File: config.mk
export PLATFORM = sky130hd
export DESIGN_NAME = fetch_controller
export DESIGN_NICKNAME = d
export VERILOG_FILES = /design/src/rtl/fetch_controller.sv
export SDC_FILE = /design/constraint.sdc
export NUM_CORES = 1
export LEC_CHECK = 0
export CAP_MARGIN = 15
export CELL_PAD_IN_SITES_DETAIL_PLACEMENT = 1
export CELL_PAD_IN_SITES_GLOBAL_PLACEMENT = 2
export CORE_MARGIN = 1.5
export CORE_UTILIZATION = 26
export DETAILED_ROUTE_END_ITERATION = 16
export PLACE_DENSITY_LB_ADDON = 0.1
export SLEW_MARGIN = 20
export SYNTH_ARGS = -nofsm -noshare
export SYNTH_HDL_FRONTEND = slang
export SYNTH_SLANG_ARGS = --single-unit
File: constraint.sdc
create_clock -name clk -period 2.72 [get_ports clk]
set_input_delay 0.544 -clock clk [delete_from_list [all_inputs] [get_ports clk]]
set_output_delay 0.544 -clock clk [all_outputs]
set_load 0.05 [all_outputs]
File: src/rtl/fetch_controller.sv
// Instruction fetch sequencer: owns the PC, drives program memory, and hands
// one instruction at a time to decode with relative-branch redirect and halt.
//
// state | meaning
// IDLE  | out of reset, no fetching, waiting for start
// RUN   | fetching sequentially from pc into the output register
// DRAIN | last word (SIZE-1) loaded, waiting for decode to take it
// DONE  | finished or halted, waiting for start to restart at 0
module fetch_controller #(
  parameter int ADDR_WIDTH = 6
) (
  input  logic                  clk,
  input  logic                  rst_n,
  input  logic                  start,
  input  logic                  halt,
  output logic [ADDR_WIDTH-1:0] pm_addr,
  input  logic [15:0]           pm_data,
  output logic [15:0]           instr,
  output logic [ADDR_WIDTH-1:0] instr_pc,
  output logic                  instr_valid,
  input  logic                  instr_ready,
  input  logic                  br_valid,
  input  logic [ADDR_WIDTH-1:0] br_pc,
  input  logic [10:0]           br_offset,
  output logic                  busy,
  output logic                  done,
  output logic [15:0]           fetch_count
);

  localparam int EXT_W = (ADDR_WIDTH > 11) ? ADDR_WIDTH : 11;
  localparam logic [ADDR_WIDTH-1:0] LAST_ADDR = {ADDR_WIDTH{1'b1}};

  typedef enum logic [1:0] {
    S_IDLE  = 2'd0,
    S_RUN   = 2'd1,
    S_DRAIN = 2'd2,
    S_DONE  = 2'd3
  } state_t;

  state_t                r_state;
  logic [ADDR_WIDTH-1:0] r_pc;
  logic [15:0]           r_instr;
  logic [ADDR_WIDTH-1:0] r_instr_pc;
  logic                  r_instr_valid;
  logic [15:0]           r_fetch_count;
  logic                  r_busy;
  logic                  r_done;

  state_t                w_state_nxt;
  logic [ADDR_WIDTH-1:0] w_pc_nxt;
  logic [15:0]           w_instr_nxt;
  logic [ADDR_WIDTH-1:0] w_instr_pc_nxt;
  logic                  w_instr_valid_nxt;
  logic [15:0]           w_fetch_count_nxt;
  logic                  w_xfer;
  logic                  w_active;
  logic [EXT_W-1:0]      w_off_ext;
  logic [ADDR_WIDTH-1:0] w_target;

  // Sign-extend far enough to cover the address width, then wrap mod SIZE.
  assign w_off_ext = EXT_W'($signed(br_offset));
  assign w_target  = br_pc + ADDR_WIDTH'(1) + w_off_ext[ADDR_WIDTH-1:0];
  assign w_xfer    = r_instr_valid && instr_ready;
  assign w_active  = (r_state == S_RUN) || (r_state == S_DRAIN);

  always_comb begin
    w_state_nxt       = r_state;
    w_pc_nxt          = r_pc;
    w_instr_nxt       = r_instr;
    w_instr_pc_nxt    = r_instr_pc;
    w_instr_valid_nxt = r_instr_valid;
    w_fetch_count_nxt = r_fetch_count;

    if (w_active) begin
      if (w_xfer && (r_fetch_count != 16'hFFFF))
        w_fetch_count_nxt = r_fetch_count + 16'd1;

      if (halt) begin
        w_instr_valid_nxt = 1'b0;
        w_state_nxt       = S_DONE;
      end else if (br_valid) begin
        w_pc_nxt          = w_target;
        w_instr_valid_nxt = 1'b0;
        w_state_nxt       = S_RUN;
      end else if (r_state == S_RUN) begin
        if (!r_instr_valid || instr_ready) begin
          w_instr_nxt       = pm_data;
          w_instr_pc_nxt    = r_pc;
          w_instr_valid_nxt = 1'b1;
          // The last word ends the program rather than wrapping to 0.
          if (r_pc == LAST_ADDR)
            w_state_nxt = S_DRAIN;
          else
            w_pc_nxt = r_pc + ADDR_WIDTH'(1);
        end
      end else if (w_xfer) begin
        w_instr_valid_nxt = 1'b0;
        w_state_nxt       = S_DONE;
      end
    end else if (start) begin
      w_state_nxt       = S_RUN;
      w_pc_nxt          = '0;
      w_fetch_count_nxt = '0;
    end
  end

  always_ff @(posedge clk) begin
    if (!rst_n) begin
      r_state       <= S_IDLE;
      r_pc          <= '0;
      r_instr       <= '0;
      r_instr_pc    <= '0;
      r_instr_valid <= 1'b0;
      r_fetch_count <= '0;
      r_busy        <= 1'b0;
      r_done        <= 1'b0;
    end else begin
      r_state       <= w_state_nxt;
      r_pc          <= w_pc_nxt;
      r_instr       <= w_instr_nxt;
      r_instr_pc    <= w_instr_pc_nxt;
      r_instr_valid <= w_instr_valid_nxt;
      r_fetch_count <= w_fetch_count_nxt;
      r_busy        <= (w_state_nxt == S_RUN) || (w_state_nxt == S_DRAIN);
      r_done        <= (w_state_nxt == S_DONE);
    end
  end

  assign pm_addr     = r_pc;
  assign instr       = r_instr;
  assign instr_pc    = r_instr_pc;
  assign instr_valid = r_instr_valid;
  assign fetch_count = r_fetch_count;
  assign busy        = r_busy;
  assign done        = r_done;

endmodule

==> impl_metrics.csv, run 1 <==
group,metric,value,unit
synthesis,synthArstFlopShare,0,%
synthesis,syn_inst,312,
detailed_routing,drtAntennaViolNets,0,
grt,grt_use_total,15.1,%
grt,grt_pass1_wl,12400,um
synthesis,synth.distinct_cells,46,
clock_network,clkTransAtPathRegs,0.09,ns
synthesis,synth_area_leaders,"dfxtp_1 (38%), nand2_1 (8.2%), a21boi_0 (6.7%)",
detailed_routing,route.detailed.drc,0,
status,status,"complete, no violations",
synthesis,yosys_warnings,0,
die,die_y,102,um
grt,grt_pass1_vias,2520,
synthesis,syn_area,2560,um^2
synthesis,synth_top_family_by_area,"simple AND/OR/NAND/NOR gates",
final_layout,area_growth,42.0,%
synthesis,synth-simple-area-share,29.5,%
final_layout,fin_cells,526,
detailed_routing,drt_iter0_markers,45,
clock_network,cts_resized,0,
synthesis,syn_area_per_cell,8.22,um^2
timing,period_share,83.6,%
job,max_cap_viol_count,0,
detailed_routing,num_vias,2488,
clock_network,cts_buffers,5,
synthesis,yosysTopAreaCell,"dfxtp_1",
timing,postLayoutSetupSlackWorst,0.446,ns
synthesis,ys_ff_latch,49,
synthesis,synthAdderAreaFrac,5.17,%
clock_network,clock-sinks,49,
place,numPortBuffers,80,
clock_network,clockRootBuffer,"clkbuf_8",
hold_path,worstHoldPathType,"flip-flop to flip-flop",
setup_path,arrival,2.48,ns
synthesis,synth-compound-area-share,17.3,%
die,rows,36,
synthesis,synthXorXnorAreaFrac,5.46,%
timing,worst_slew_pin_slew,0.693,ns
pwr,power,1.80,mW
detailed_routing,wire_per_inst,14.3,um
timing,hold_ws,0.467,ns
die,ioPinCount,86,
timing,fin_skew,0.00760,ns
die,core,9680,um^2
synthesis,ys_seq_area_share,38.2,%
timing,post-route-min-period,2.27,ns
final_layout,design_area,3640,um^2
place,pre_cts_ws,0.112,ns
setup_path,critical_path_required,2.92,ns
final_layout,n_antenna_cell,0,
pwr,vdd_drop_max,0.211,mV
die,die_w,102,um
pwr,powerDensity,495,nW/um^2
final_layout,fin_util,37.6,%
pwr,leakage,1.23,nW
clock_network,cts_hold_buf,0,
place,dp_hpwl,5500,um
synthesis,synthesis.nets,361,
clock_network,cts_max_level,2,
final_layout,nNetsFinal,441,
setup_path,path_max_fanout,2,
timing,drv_slew,0,
detailed_routing,drt_wl_total,7540,um
die,start_util,26.5,%
detailed_routing,vias_per_cell,4.73,
timing,final-hold-violation-count,0,
place,gp_congestion,0.771,
timing,setup_viol,0,
clock_network,ctsLongestPathBuffers,2,
setup_path,end_kind,"flip-flop",
clock_network,postCtsSetupBuffers,0,
timing,max_clock_freq,0.440,GHz
setup_path,start_kind,"input port",
die,dieArea,10500,um^2
clock_network,cts_tree,"yes",
synthesis,synth-edff-count,0,
detailed_routing,drt_first_pass_iters,4,
place,place_area,3530,um^2
timing,tns,0,ns
synthesis,synth_ff_type,"dfxtp_1",
timing,slew_headroom,53.4,%
clock_network,clkLatencyLatePin,0.30,ns
grt,antenna_found_initial,0,
grt,grt_overflow,0,
grt,grt_max_degree,38,
setup_path,critPathKind,"input port to flip-flop",
synthesis,synth_top_area_share,38.2,%
final_layout,drive_gt1_share,5.85,%
timing,rsz0062_at_grt,"false",
synthesis,synthMuxAreaShare,0.390,%
place,numPlacedInstances,518,
==> logic make-up (layout without fill, tap and decap cells) <==
| family | Yosys count | in the layout |
|---|---|---|
| mux | 1 | 1 |
| xor+xnor | 16 | 16 |
| flops | 49 | 49 |
| buf+inv | 24 | 105 |
| compound gates | 60 | 60 |
| fa+ha+maj | 10 | 10 |
| simple gates | 152 | 152 |
==> state kept, by name (all words and copies together), names as in the netlist <==
| signal | flops |
|---|---|
| done | 1 |
| instr | 16 |
| busy | 1 |
| pm_addr | 6 |
| r_state | 2 |
| instr_pc | 6 |
| fetch_count | 16 |
| instr_valid | 1 |
==> worst max-delay path, stage by stage <==
cell	delay, ns
clkdlybuf4s50_1	0.45
inv_1	0.04
ha_1	0.22
fa_1	0.38
nand2b_1	0.18
a21oi_1	0.17
mux2i_1	0.25
nor4_1	0.07
o21a_1	0.16
==> metal layers <==
metal  vias up  routed length [um]  track usage, %
met5         -                   0               0
met4         0                  75            3.48
met3         5                 210            2.19
met2        47                3730            27.3
met1      1183                3520            19.0
li1       1253                   -               -
==> path summary, 6_finish.rpt <==
kind / from / to / slack, ns / depth (start not counted)
setup reg to reg: pm_addr[0] / pm_addr[1] / 0.56 / 6
setup / recovery: br_pc[0] / pm_addr[4] / 0.45 / 9
hold reg to reg: instr[10] / instr[10] / 0.47 / 2
hold / removal: instr[10] / instr[10] / 0.47 / 2
==> where the power goes <==
group / internal (mW) / leakage (nW) / switching [mW]
clock network: 0.276 / 0.0585 / 0.270
logic: 0.191 / 0.771 / 0.283
registers: 0.750 / 0.397 / 0.0302
==> Yosys cell counts (2+ instances only) <==
library cell	number
and3_1	6
a21boi_0	23
nor2_1	25
dfxtp_1	49
nor4_1	6
nand2b_1	6
a21oi_1	7
o21a_1	5
nand4_1	6
nor3b_1	5
o41ai_1	2
inv_1	8
a41oi_1	2
o211ai_1	2
clkbuf_1	14
ha_1	9
xnor2_1	16
o21ai_0	7
a211oi_1	2
nand2_1	56
nand3_1	11
a31oi_1	2
nor4b_1	4
and2_1	4
nor3_1	14
==> layout by cell type, fill, tap and decap left out, drive strengths merged, types with 2 or more instances in the layout <==
| cell | Yosys | final |
|---|---|---|
| nand3 | 11 | 11 |
| clkdlybuf4s50 | 0 | 80 |
| nor2 | 25 | 25 |
| and3 | 7 | 7 |
| nor3 | 14 | 14 |
| a21oi | 7 | 7 |
| clkbuf | 14 | 5 |
| nor3b | 5 | 5 |
| nor4 | 6 | 6 |
| nand2b | 6 | 6 |
| nand2 | 56 | 56 |
| and4 | 2 | 2 |
| dfxtp | 49 | 49 |
| a31oi | 2 | 2 |
| a211oi | 2 | 2 |
| o21ai | 7 | 7 |
| nand4 | 6 | 6 |
| a21boi | 24 | 24 |
| o41ai | 2 | 2 |
| and2 | 4 | 4 |
| o211ai | 2 | 2 |
| xnor2 | 16 | 16 |
| buf | 2 | 9 |
| ha | 9 | 9 |
| o21a | 5 | 5 |
| nor4b | 4 | 4 |
| inv | 8 | 9 |
| a41oi | 2 | 2 |
==> final cells by class <==
class	instances	area, um^2
well taps	133	166
flip-flops and latches	49	981
multi-input cells	239	1480
repair buffers	89	868
clock inverters	3	43.8
clock buffers	5	68.8
fillers	1126	6040
inverters	8	30.0
Power figures use the tool's default switching activity.
==> run 2, diff against run 1 <==
==> constraint.sdc (replaced) <==
create_clock -name clk -period 2.2 [get_ports clk]
set_input_delay 0.44 -clock clk [delete_from_list [all_inputs] [get_ports clk]]
set_output_delay 0.44 -clock clk [all_outputs]
set_load 0.05 [all_outputs]
==> impl_metrics.csv, run 2 (synthesis results as in run 1) <==
group,metric,value,unit
status,status,"complete, no violations",
detailed_routing,drtAntennaViolNets,0,
hold_path,hold_end,"instr[9]",
detailed_routing,drt_first_pass_iters,4,
setup_path,critPathKind,"flip-flop to primary output",
grt,grt_max_degree,30,
clock_network,cts_hold_buf,0,
setup_path,reg2reg_to,"pm_addr[1]",
grt,grt_overflow,0,
setup_path,path_max_fanout,7,
setup_path,end_kind,"primary output",
hold_path,hold_path_depth,2,
timing,post-route-min-period,2.11,ns
clock_network,clkTransAtPathRegs,0.09,ns
timing,max_clock_freq,0.474,GHz
detailed_routing,wire_per_inst,13.7,um
grt,grt_pass1_wl,12200,um
pwr,power,2.20,mW
clock_network,cts_tree,"yes",
final_layout,final_common_cell,"clkdlybuf4s50_1",
die,die_y,102,um
hold_path,min-delay-start,"instr[9]",
final_layout,area_growth,48.6,%
detailed_routing,num_vias,2546,
timing,rsz0062_at_grt,"false",
detailed_routing,route.detailed.drc,0,
place,numPortBuffers,80,
detailed_routing,drt_wl_total,7470,um
timing,setup_viol,0,
final_layout,fin_cells,544,
final_layout,n_antenna_cell,0,
die,start_util,26.5,%
setup_path,rr_startpoint,"pm_addr[0]",
die,rows,36,
place,dp_hpwl,5610,um
pwr,leakage,1.32,nW
clock_network,clkLatencyLatePin,0.30,ns
clock_network,clock-sinks,49,
setup_path,cp_slowest_cell,"clkdlybuf4s50_1",
clock_network,cts_buffers,5,
pwr,powerDensity,576,nW/um^2
place,gp_congestion,0.747,
final_layout,drive_gt1_share,11.2,%
timing,final-hold-violation-count,0,
final_layout,final_cell_mix,"clkdlybuf4s50_1 (80), nand2_1 (56), dfxtp_1 (47)",
job,max_cap_viol_count,0,
timing,fin_skew,0.0145,ns
clock_network,cts_max_level,2,
pwr,vdd_drop_max,0.251,mV
final_layout,nNetsFinal,459,
die,core,9680,um^2
grt,antenna_found_initial,0,
timing,slew_headroom,64.2,%
setup_path,crit_family,"buffers and inverters",
hold_path,worstHoldPathType,"flip-flop to flip-flop",
setup_path,critical_path_required,1.76,ns
timing,drv_slew,0,
die,dieArea,10500,um^2
clock_network,ctsLongestPathBuffers,2,
grt,grt_use_total,14.8,%
timing,worst_slew_pin_slew,0.536,ns
setup_path,worstPathCellList,"clkdlybuf4s50_1",
die,ioPinCount,86,
setup_path,arrival,1.67,ns
clock_network,cts_resized,0,
setup_path,reg2reg_depth,6,
clock_network,clockRootBuffer,"clkbuf_8",
place,numPlacedInstances,536,
timing,period_share,95.9,%
setup_path,cp_num_buf_inv,1,
clock_network,postCtsSetupBuffers,0,
grt,grt_pass1_vias,2528,
final_layout,n_fill_cell,1162,
die,die_w,102,um
setup_path,slowest_delay,0.87,ns
setup_path,r2r_slack,0.12,ns
detailed_routing,vias_per_cell,4.68,
setup_path,start_kind,"flip-flop",
detailed_routing,drt_iter0_markers,15,
## run 2: report_power, final
group	internal [mW]	switching [mW]
logic	0.296	0.370
registers	0.928	0.0319
clock network	0.256	0.313
## run 2: how the worst max path moves through the flow
stage | from | to | slack, ns | cells past startpoint
finish | pm_addr[5] | pm_addr[5] | 0.09 | 1
global route | r_state[1] | pm_addr[1] | 0.004 | 7
CTS | br_pc[0] | pm_addr[4] | 0.05 | 9
detailed placement | br_pc[0] | pm_addr[4] | -0.26 | 9
global placement | br_pc[0] | pm_addr[4] | -0.21 | 9
floorplan | pm_addr[0] | pm_addr[1] | 0.07 | 7
## run 2: layer usage
metal | GRT usage, % | wire length (um) | vias up
met5 | 0 | 0 | -
met4 | 4.43 | 88 | 0
met1 | 18.6 | 3520 | 1193
met2 | 26.0 | 3590 | 52
met3 | 2.53 | 262 | 6
li1 | - | - | 1295
## run 2: layout make-up
type | instances | area (um^2) | area share [%]
clock buffers | 6 | 82.6 | 2.17
inverters | 8 | 30.0 | 0.788
clock inverters | 2 | 13.8 | 0.361
repair buffers | 107 | 1030 | 27.0
multi-input cells | 239 | 1510 | 39.5
well taps | 133 | 166 | 4.37
flip-flops and latches | 49 | 983 | 25.8
## run 2: stage by stage
step	hold slack, ns	area [um^2]	util [%]	TNS [ns]	setup slack [ns]
floorplan	0.585	2570	-	0	0.0714
global placement	0.449	3690	38.1	-0.590	-0.210
detailed placement	0.456	3690	38.1	-0.807	-0.258
CTS	0.470	3790	39.1	0	0.0542
global route	0.488	3810	39.4	0	0.00425
finish	0.464	3810	39.4	0	0.0906
## run 2: worst reg2reg max path, stage by stage, from the launching register on
cell and delay, ns:
dfxtp_2 0.33, ha_1 0.25, and4_4 0.23, and3_4 0.17
or4_4 0.58, a2111oi_4 0.33, o21a_1 0.15
